## src/rtl/cgra_issue_sequencer_pkg.sv

```systemverilog
// Shared widths and sequencer state encoding for the CGRA lane issue sequencer.
package cgra_issue_sequencer_pkg;

    localparam int DW_INST  = 32;
    localparam int DW_INT   = 32;
    localparam int DW_RFADD = 6;

    typedef enum logic [2:0] {
        IDLE,
        FETCH,
        WAIT,
        EXEC,
        VEC,
        DONE
    } seq_state_t;

    localparam logic [DW_INST-1:0] HALT_INSTR = '0;

endpackage

```

## src/rtl/cgra_issue_sequencer_vec_elem_counter.sv

```systemverilog
// Element counter for vector streaming: holds the ITR length and the current
// element offset, and produces the beat valid/last qualifiers.
module vec_elem_counter
    import cgra_issue_sequencer_pkg::*;
#(
    parameter int dwidth_RFadd = DW_RFADD
) (
    input  logic                    clk,
    input  logic                    rst,
    input  logic                    load_itr,
    input  logic [dwidth_RFadd-1:0] itr_in,
    input  logic                    start_vec,
    input  logic                    active,
    input  logic                    ready,
    output logic [dwidth_RFadd-1:0] elem_idx,
    output logic                    vec_valid,
    output logic                    vec_last,
    output logic                    last_accept,
    output logic                    itr_zero
);

    logic [dwidth_RFadd-1:0] itr_q;
    logic [dwidth_RFadd-1:0] elem_cnt;

    // itr_q comes out of reset as 1 so a vector op issued before any vsetivli yields one beat
    always_ff @(posedge clk) begin
        if (!rst) begin
            itr_q    <= dwidth_RFadd'(1);
            elem_cnt <= '0;
        end else begin
            if (load_itr) begin
                itr_q <= itr_in;
            end
            if (start_vec) begin
                elem_cnt <= '0;
            end else if (active && ready) begin
                elem_cnt <= elem_cnt + dwidth_RFadd'(1);
            end
        end
    end

    assign elem_idx    = elem_cnt;
    assign vec_valid   = active;
    assign vec_last    = active && (elem_cnt == itr_q - dwidth_RFadd'(1));
    assign last_accept = vec_last && ready;
    assign itr_zero    = (itr_q == '0);

endmodule

```

## src/rtl/cgra_issue_sequencer.sv

```systemverilog
// Program sequencer for one CGRA lane: PC, instruction fetch, branch resolution
// and the hold of the PC while a vector instruction streams its elements.
module cgra_issue_sequencer
    import cgra_issue_sequencer_pkg::*;
#(
    parameter int dwidth_inst  = DW_INST,
    parameter int dwidth_int   = DW_INT,
    parameter int dwidth_RFadd = DW_RFADD,
    parameter int IMEM_AWIDTH  = 10
) (
    input  logic                    clk,
    input  logic                    rst,
    input  logic                    start,
    input  logic [IMEM_AWIDTH-1:0]  prog_base,
    output logic                    imem_en,
    output logic [IMEM_AWIDTH-1:0]  imem_addr,
    input  logic [dwidth_inst-1:0]  imem_rdata,
    output logic [dwidth_inst-1:0]  instr,
    output logic                    issue,
    input  logic                    is_not_vect,
    input  logic                    is_bne,
    input  logic [11:0]             branch_immediate,
    input  logic                    wen_ITR,
    input  logic [dwidth_RFadd-1:0] ITR,
    input  logic [dwidth_int-1:0]   rs1_val,
    input  logic [dwidth_int-1:0]   rs2_val,
    input  logic                    vec_ready,
    output logic                    vec_valid,
    output logic                    vec_last,
    output logic [dwidth_RFadd-1:0] elem_idx,
    output logic                    busy,
    output logic                    done
);

    seq_state_t             state, state_next;
    logic [IMEM_AWIDTH-1:0] pc, pc_next, pc_inc;
    logic                   load_itr, start_vec, vec_active, vec_done, itr_zero;

    // B-type immediate is a byte offset in half-word units; the PC counts 32-bit words
    function automatic logic [IMEM_AWIDTH-1:0] branch_offset(input logic [11:0] imm);
        logic signed [12:0] byte_off;
        logic signed [12:0] word_off;
        byte_off = $signed({imm, 1'b0});
        word_off = byte_off >>> 2;
        return IMEM_AWIDTH'({{IMEM_AWIDTH{word_off[12]}}, word_off});
    endfunction

    assign pc_inc = pc + IMEM_AWIDTH'(1);

    always_comb begin
        state_next = state;
        pc_next    = pc;
        load_itr   = 1'b0;
        start_vec  = 1'b0;
        case (state)
            IDLE: begin
                if (start) begin
                    pc_next    = prog_base;
                    state_next = FETCH;
                end
            end
            FETCH: state_next = WAIT;
            WAIT:  state_next = EXEC;
            EXEC: begin
                state_next = FETCH;
                if (instr == dwidth_inst'(HALT_INSTR)) begin
                    state_next = DONE;
                end else if (!is_not_vect) begin
                    // vector path takes precedence over a simultaneous wen_ITR
                    if (itr_zero) begin
                        pc_next = pc_inc;
                    end else begin
                        start_vec  = 1'b1;
                        state_next = VEC;
                    end
                end else if (wen_ITR) begin
                    load_itr = 1'b1;
                    pc_next  = pc_inc;
                end else if (is_bne && (rs1_val != rs2_val)) begin
                    pc_next = pc + branch_offset(branch_immediate);
                end else begin
                    pc_next = pc_inc;
                end
            end
            VEC: begin
                if (vec_done) begin
                    pc_next    = pc_inc;
                    state_next = FETCH;
                end
            end
            DONE:    state_next = IDLE;
            default: state_next = IDLE;
        endcase
    end

    // instr is only loaded in WAIT, so it stays stable across EXEC and all VEC beats
    always_ff @(posedge clk) begin
        if (!rst) begin
            state <= IDLE;
            pc    <= '0;
            instr <= '0;
        end else begin
            state <= state_next;
            pc    <= pc_next;
            if (state == WAIT) begin
                instr <= imem_rdata;
            end
        end
    end

    assign imem_en    = (state == FETCH);
    assign imem_addr  = pc;
    assign issue      = (state == EXEC);
    assign busy       = (state != IDLE);
    assign done       = (state == DONE);
    assign vec_active = (state == VEC);

    vec_elem_counter #(
        .dwidth_RFadd(dwidth_RFadd)
    ) u_vec_elem_counter (
        .clk        (clk),
        .rst        (rst),
        .load_itr   (load_itr),
        .itr_in     (ITR),
        .start_vec  (start_vec),
        .active     (vec_active),
        .ready      (vec_ready),
        .elem_idx   (elem_idx),
        .vec_valid  (vec_valid),
        .vec_last   (vec_last),
        .last_accept(vec_done),
        .itr_zero   (itr_zero)
    );

endmodule

```

## config.mk

```make
export PLATFORM = sky130hd
export DESIGN_NAME = cgra_issue_sequencer
export DESIGN_NICKNAME = d
export VERILOG_FILES = /design/src/rtl/cgra_issue_sequencer_pkg.sv /design/src/rtl/cgra_issue_sequencer_vec_elem_counter.sv /design/src/rtl/cgra_issue_sequencer.sv
export SDC_FILE = /design/constraint.sdc
export NUM_CORES = 1
export LEC_CHECK = 0
export CAP_MARGIN = 10
export CORE_MARGIN = 4
export CORE_UTILIZATION = 37
export DETAILED_ROUTE_END_ITERATION = 6
export PLACE_DENSITY = 0.88
export REMOVE_ABC_BUFFERS = 1
export SLEW_MARGIN = 20
export SYNTH_ARGS = -nofsm -noshare
export SYNTH_HDL_FRONTEND = slang
export SYNTH_SLANG_ARGS = --single-unit
export TNS_END_PERCENT = 10
```

## constraint.sdc

```tcl
create_clock -name clk -period 2.3 [get_ports clk]
set_input_delay 0.46 -clock clk [delete_from_list [all_inputs] [get_ports clk]]
set_output_delay 0.46 -clock clk [all_outputs]
set_load 0.01 [all_outputs]
```

After elaboration in Yosys (flattened, before gate mapping):

Index checks and enable logic that the tools add are counted.

* bits in registers: 57
* bits in read-only memories: 0
* input port bits: 131
* bits in writable memories: 0
* memories kept: 0
* word-level logic and storage cells: 55
* output and inout bits: 54
* bits in latches: 0

* divide/modulo/power cells: 0
* $mul: 0
* muxes and demuxes: 22
* equal/unequal tests: 11
* reduce and logical (&&, ||, !) cells: 12
* shift-type cells: 0
* bitwise gates (word level): 1
* add/sub/neg operators: 4
* $lt $le $gt $ge: 0

Operator list (number)
* 2-to-1 mux 10 bit: 7
* zero test 32 bit: 1
* inequality test 32 bit: 1
* case mux 10 bit (3 select lines): 1
* 2-to-1 mux 3 bit: 5
* case mux 3 bit (5 select lines): 1
* adder 10 x 1 -> 10 bit (second input constant): 1
* adder 10 bit: 1
* 2-to-1 mux 1 bit: 8
* adder 6 x 1 -> 6 bit (second input constant): 1
* equality test 3 x 2 -> 1 bit (second input constant): 2
* equality test 3 bit (second input constant): 2
* equality test 6 bit: 1
* zero test 6 bit: 1
* inequality test 2 bit (second input constant): 3
* nonzero test 3 bit: 2
* subtractor 6 x 1 -> 6 bit (second input constant): 1
* AND reduction 5 bit: 1
* logical AND 1 bit: 4
* equality test 3 x 1 -> 1 bit (second input constant): 1
* zero test 3 bit: 1
* inequality test 3 x 1 -> 1 bit (second input constant): 1
* AND reduction 2 bit: 1
* OR reduction 2 bit: 1
* NOT 1 bit: 1

Depth between registers and ports, before layout:

Gate-level depths: netlist of run 1.

* depth in word-level cells: 7
* gate-level depth with buffers: 10

Cells and area by module:

From an unflattened synthesis of run 1, not the netlist that was laid out.

* cell total of the unflattened synthesis: 437
* area, all modules: 3539.6 um^2

Modules (own cells, without submodules)
* cgra_issue_sequencer: seq. area each 900.9 um^2, cells each 362, area each 2861.5 um^2, times used 1
* vec_elem_counter: seq. area each 240.2 um^2, cells each 75, area each 678.2 um^2, times used 1

Least setup slack after synthesis of run 1:

OpenSTA, ideal clock, no wires.

* path kind: register to register
* from: reg u_vec_elem_counter.itr_q[0]
* to: reg pc[3], in the netlist imem_addr[3]
* required time: 2.174 ns
* clock period less this slack: 2.226 ns
* stages on the path, launching flop included: 11
* slack: 0.074 ns
* data arrival time: 2.100 ns
* cell sequence: dfxtp_1 inv_1 ha_1 o21ba_1 a221oi_2 a41oi_1 o41ai_2 and2_1 buf_6 buf_6 o221ai_2

* longest elaborated chain between the ends: 6
* elaborated cells between the ends (all ways): 8

Ends and longest elaborated chain
* start: declaration: line cgra_issue_sequencer_vec_elem_counter.sv:22 `logic [dwidth_RFadd-1:0] itr_q;`
* start signal: assignment: line cgra_issue_sequencer_vec_elem_counter.sv:28 `itr_q <= dwidth_RFadd'(1);`
* start signal: assignment: line cgra_issue_sequencer_vec_elem_counter.sv:32 `itr_q <= itr_in;`
* subtractor 6 x 1 -> 6 bit: line cgra_issue_sequencer_vec_elem_counter.sv:44 `assign vec_last = active && (elem_cnt == itr_q - dwidth_RFadd'(1));`
* equality test 6 bit: line cgra_issue_sequencer_vec_elem_counter.sv:44
* logical AND 1 bit: line cgra_issue_sequencer_vec_elem_counter.sv:44
* logical AND 1 bit: line cgra_issue_sequencer_vec_elem_counter.sv:45 `assign last_accept = vec_last && ready;`
* inequality test 2 bit (no line)
* AND reduction 5 bit (no line) (*)
* end signal: assignment: line cgra_issue_sequencer.sv:104 `pc <= pc_next;`
* end: declaration: line cgra_issue_sequencer.sv:36 `logic [IMEM_AWIDTH-1:0] pc, pc_next, pc_inc;`

Mark *: on every way between the ends. The rest lies on a longest branch, timed or not.
A chain may end at the register's enable or synchronous reset.

Final worst setup path of run 1:

* from: reg u_vec_elem_counter.itr_q[0]
* to: out vec_last

* longest elaborated chain between the ends: 3

Ends and longest elaborated chain
* subtractor 6 x 1 -> 6 bit: line cgra_issue_sequencer_vec_elem_counter.sv:44
* equality test 6 bit: line cgra_issue_sequencer_vec_elem_counter.sv:44
* logical AND 1 bit: line cgra_issue_sequencer_vec_elem_counter.sv:44
* end: declaration: line cgra_issue_sequencer.sv:29 `output logic vec_last,`

Every way passes these cells.

==> run summary, run 1 <==
Logic pwr share - 31.8%
CTS tree - done
Root Buffer - clkbuf_8
site row count - 35
drc violations - 0
Clock Skews - 9.494 ps
switching part of the total - 28.70%
switching power - 0.0008601 W
Post-Place Cells - 780
Power Internal - 0.002136 W
layout cells sized above 1 - 14.78%
Total Die Area - 11,350 sq um
number of global-route vias before repair - 4,343
first-pass GRT wire length - 20.77 mm
ant diodes - 0
Max Clk Rate - 0.4201 GHz
CP max-delay cell - dfxtp_2
largest net degree at the start of global routing - 34
crit-path max FO - 3
Layout Cells excl Fill - 799
total of max-cap violations - 0
Reg clk slew, reported paths - 60 ps
RSZ-0062 raised after global routing - true
clock sink total - 57
critical path endpoint category - output pin
critical path type - reg -> out
core box area - 9328 sq um
sequential area share after synthesis - 31.77%
CTS Hold Bufs - 0
static leakage - 2.343 nW
Die X - 106.5 um
Power Density - 482.8 nW/um^2
fraction of registers with async set/reset - 0%
slew margin rel. - 56.33%
antenna violations before repair - 0
post-synthesis cell type count - 53
status - complete, but fails checks
Post-DP HPWL - 10.16 mm
WP data required - 1840 ps
area grow syn2layout - 72.76%
clock latency on the worst-skew pair - 330 ps
Clock power frac - 31.8%
clk buf depth - 2
Sequential Power Share - 36.4%
number of DRC markers after the initial detailed-route iteration - 159
Slew Limit Fails - 0
Buffers on Ports - 182
most frequent cells in the layout - clkdlybuf4s50_1 (178), nand2_1 (86), dfxtp_1 (55)
Post-synth EDFFs - 0
Syn Area/Cell - 8.109 sq um
failing checks - negative setup slack
nets - 811
Max H-tree Level - 3
Synthesis Warnings - 0
ys flop type - dfxtp_1
setup TNS - -225.3 ps
Via density - 5.159
Worst-Margin Slew - 655.1 ps
most common cell after layout, fill and taps aside - clkdlybuf4s50_1
Setup crit start kind - flop
GRT Residual Overflow - 0
Mapped Cells - 443
min Tclk post-route - 2380 ps
drt wl/cell - 16.79 um
hold crit path type - reg -> reg
Die Y - 106.5 um
crit path cell chain - inv_2, ha_2, buf_4, nand3_1, a221oi_2, a41oi_2, nor4_2, buf_2
Design Power - 0.002996 W
max incr delay on CP - 330 ps
routability cong. - 0.9332
Tcrit/Tclk final - 103.5%
Final Hold Viols - 0
GRT Util Overall - 22.83%
Routed Antenna Nets - 0
fill cell count - 773
final worst slack - -80.21 ps
total routed wirelength - 13.41 mm
# IOs - 185
Peak supply drop - 330.3 uV
Initial Util - 38.51%
final core occ - 66.53%
WP data arrival - 1920 ps
setup violators final - 8
clock buffer count from CTS - 9
FF+latch count, synth - 57
drt first pass iters - 4
Vias - 4,122
synthesized cell area - 3592 sq um
==> cell type report <==
type | count | area [sq um] | area share [%]
multi-input combinational | 354 | 2432 | 39.19
clock inverter | 3 | 40.04 | 0.6452
tap | 129 | 161.4 | 2.601
inverter | 12 | 46.29 | 0.7460
clock buffer | 12 | 155.1 | 2.500
sequential | 57 | 1144 | 18.43
timing repair buffer | 232 | 2227 | 35.89
==> synthesized netlist by cell type, drive strengths merged, types with 3 or more instances <==
| cell | number | share of area, % |
|---|---|---|
| a21oi | 19 | 2.6 |
| a21boi | 33 | 6.9 |
| mux2i | 8 | 2.2 |
| xnor2 | 44 | 11 |
| nand3 | 14 | 2.0 |
| dfxtp | 57 | 32 |
| clkbuf | 11 | 1.1 |
| nor4 | 13 | 2.3 |
| inv | 10 | 1.0 |
| o21ai | 16 | 2.2 |
| a31oi | 5 | 0.87 |
| nor2 | 23 | 2.4 |
| nor3 | 4 | 0.56 |
| xor2 | 13 | 3.2 |
| nand2 | 87 | 9.3 |
| ha | 13 | 4.5 |
| buf | 9 | 1.8 |
| o221ai | 3 | 1.3 |
| nor2b | 5 | 0.87 |
| nand4 | 15 | 2.6 |
| a22oi | 3 | 0.63 |
==> flip-flops by register name, summed over array words and instances, names as in the netlist <==
register and flops:
u_vec_elem_counter.itr_q 6, u_vec_elem_counter.elem_idx 6, imem_addr 10, instr 32
state 3
==> power groups by stage <==
stage | logic [W] | clock network (W) | registers, W
5_1_grt | 0.00103 | 0.00102 | 0.00110
2_1_floorplan | 0.000357 | 0 | 0.00113
6_report | 0.000954 | 0.000951 | 0.00109
3_5_place_dp | 0.000898 | 0 | 0.00111
4_1_cts | 0.000944 | 0.000971 | 0.00109
3_3_place_gp | 0.000869 | 0 | 0.00111
==> cells by family (layout without fill, tap and decap cells) <==
logic type      after synthesis  after routing  share of synthesized area (%)
compound gates               99             99                          19.61
xor+xnor                     57             57                          13.90
fa+ha+maj                    14             14                          5.085
buf+inv                      32            259                          4.249
flops                        57             57                          31.77
mux                          10             10                          2.856
simple gates                174            174                          22.54
==> worst max-delay path: cells and delay by family, from the launching register on <==
| kind | cells | cell delay, ps |
|---|---|---|
| DFF | 1 | 330 |
| buffers and inverters | 3 | 380 |
| adders and majority gates | 1 | 200 |
| and+or+nand+nor | 2 | 320 |
| AOI/OAI and AO/OA | 2 | 360 |
==> path summary, 6_finish.rpt <==
| kind | endpoint | cells past startpoint | start | slack [ps] |
|---|---|---|---|---|
| hold / removal | instr[23] | 2 | instr[23] | 480 |
| setup reg to reg | imem_addr[5] | 13 | u_vec_elem_counter.itr_q[0] | -20 |
| setup / recovery | vec_last | 8 | u_vec_elem_counter.itr_q[0] | -80 |
| hold reg to reg | instr[23] | 2 | instr[23] | 480 |
==> per-stage QoR <==
stage          area [sq um]  hold WS, ps  worst slack, ps
2_1_floorplan          3485        499.1           -294.7
5_1_grt                6206        512.4           -206.8
6_report               6206        478.8           -80.21
3_5_place_dp           5831        472.6           -430.4
3_3_place_gp           5831        464.8           -423.1
4_1_cts                6167        481.8           -21.97
==> timing repair <==
action,4_1_cts,5_1_grt
pin swaps,9,0
buffers inserted,5,0
endpoints found under the hold margin,0,0
resized for setup,33,7
endpoints found under the setup margin,13,14
==> routing by layer <==
metal / GRT usage [%] / vias to the layer above / routed length (um)
li1: - / 1998 / -
met1: 24.61 / 1919 / 5289
met2: 41.86 / 189 / 6742
met3: 8.440 / 16 / 1177
met4: 6.119 / 0 / 204
met5: 0 / - / 0
Power figures use the tool's default switching activity.
==> run 2: changes to the inputs <==
Settings changed: ABC_CLOCK_PERIOD_IN_PS set to 2300.
==> results of run 2 <==
Same layout as run 1: the final DEF is identical, and so are final timing and power.
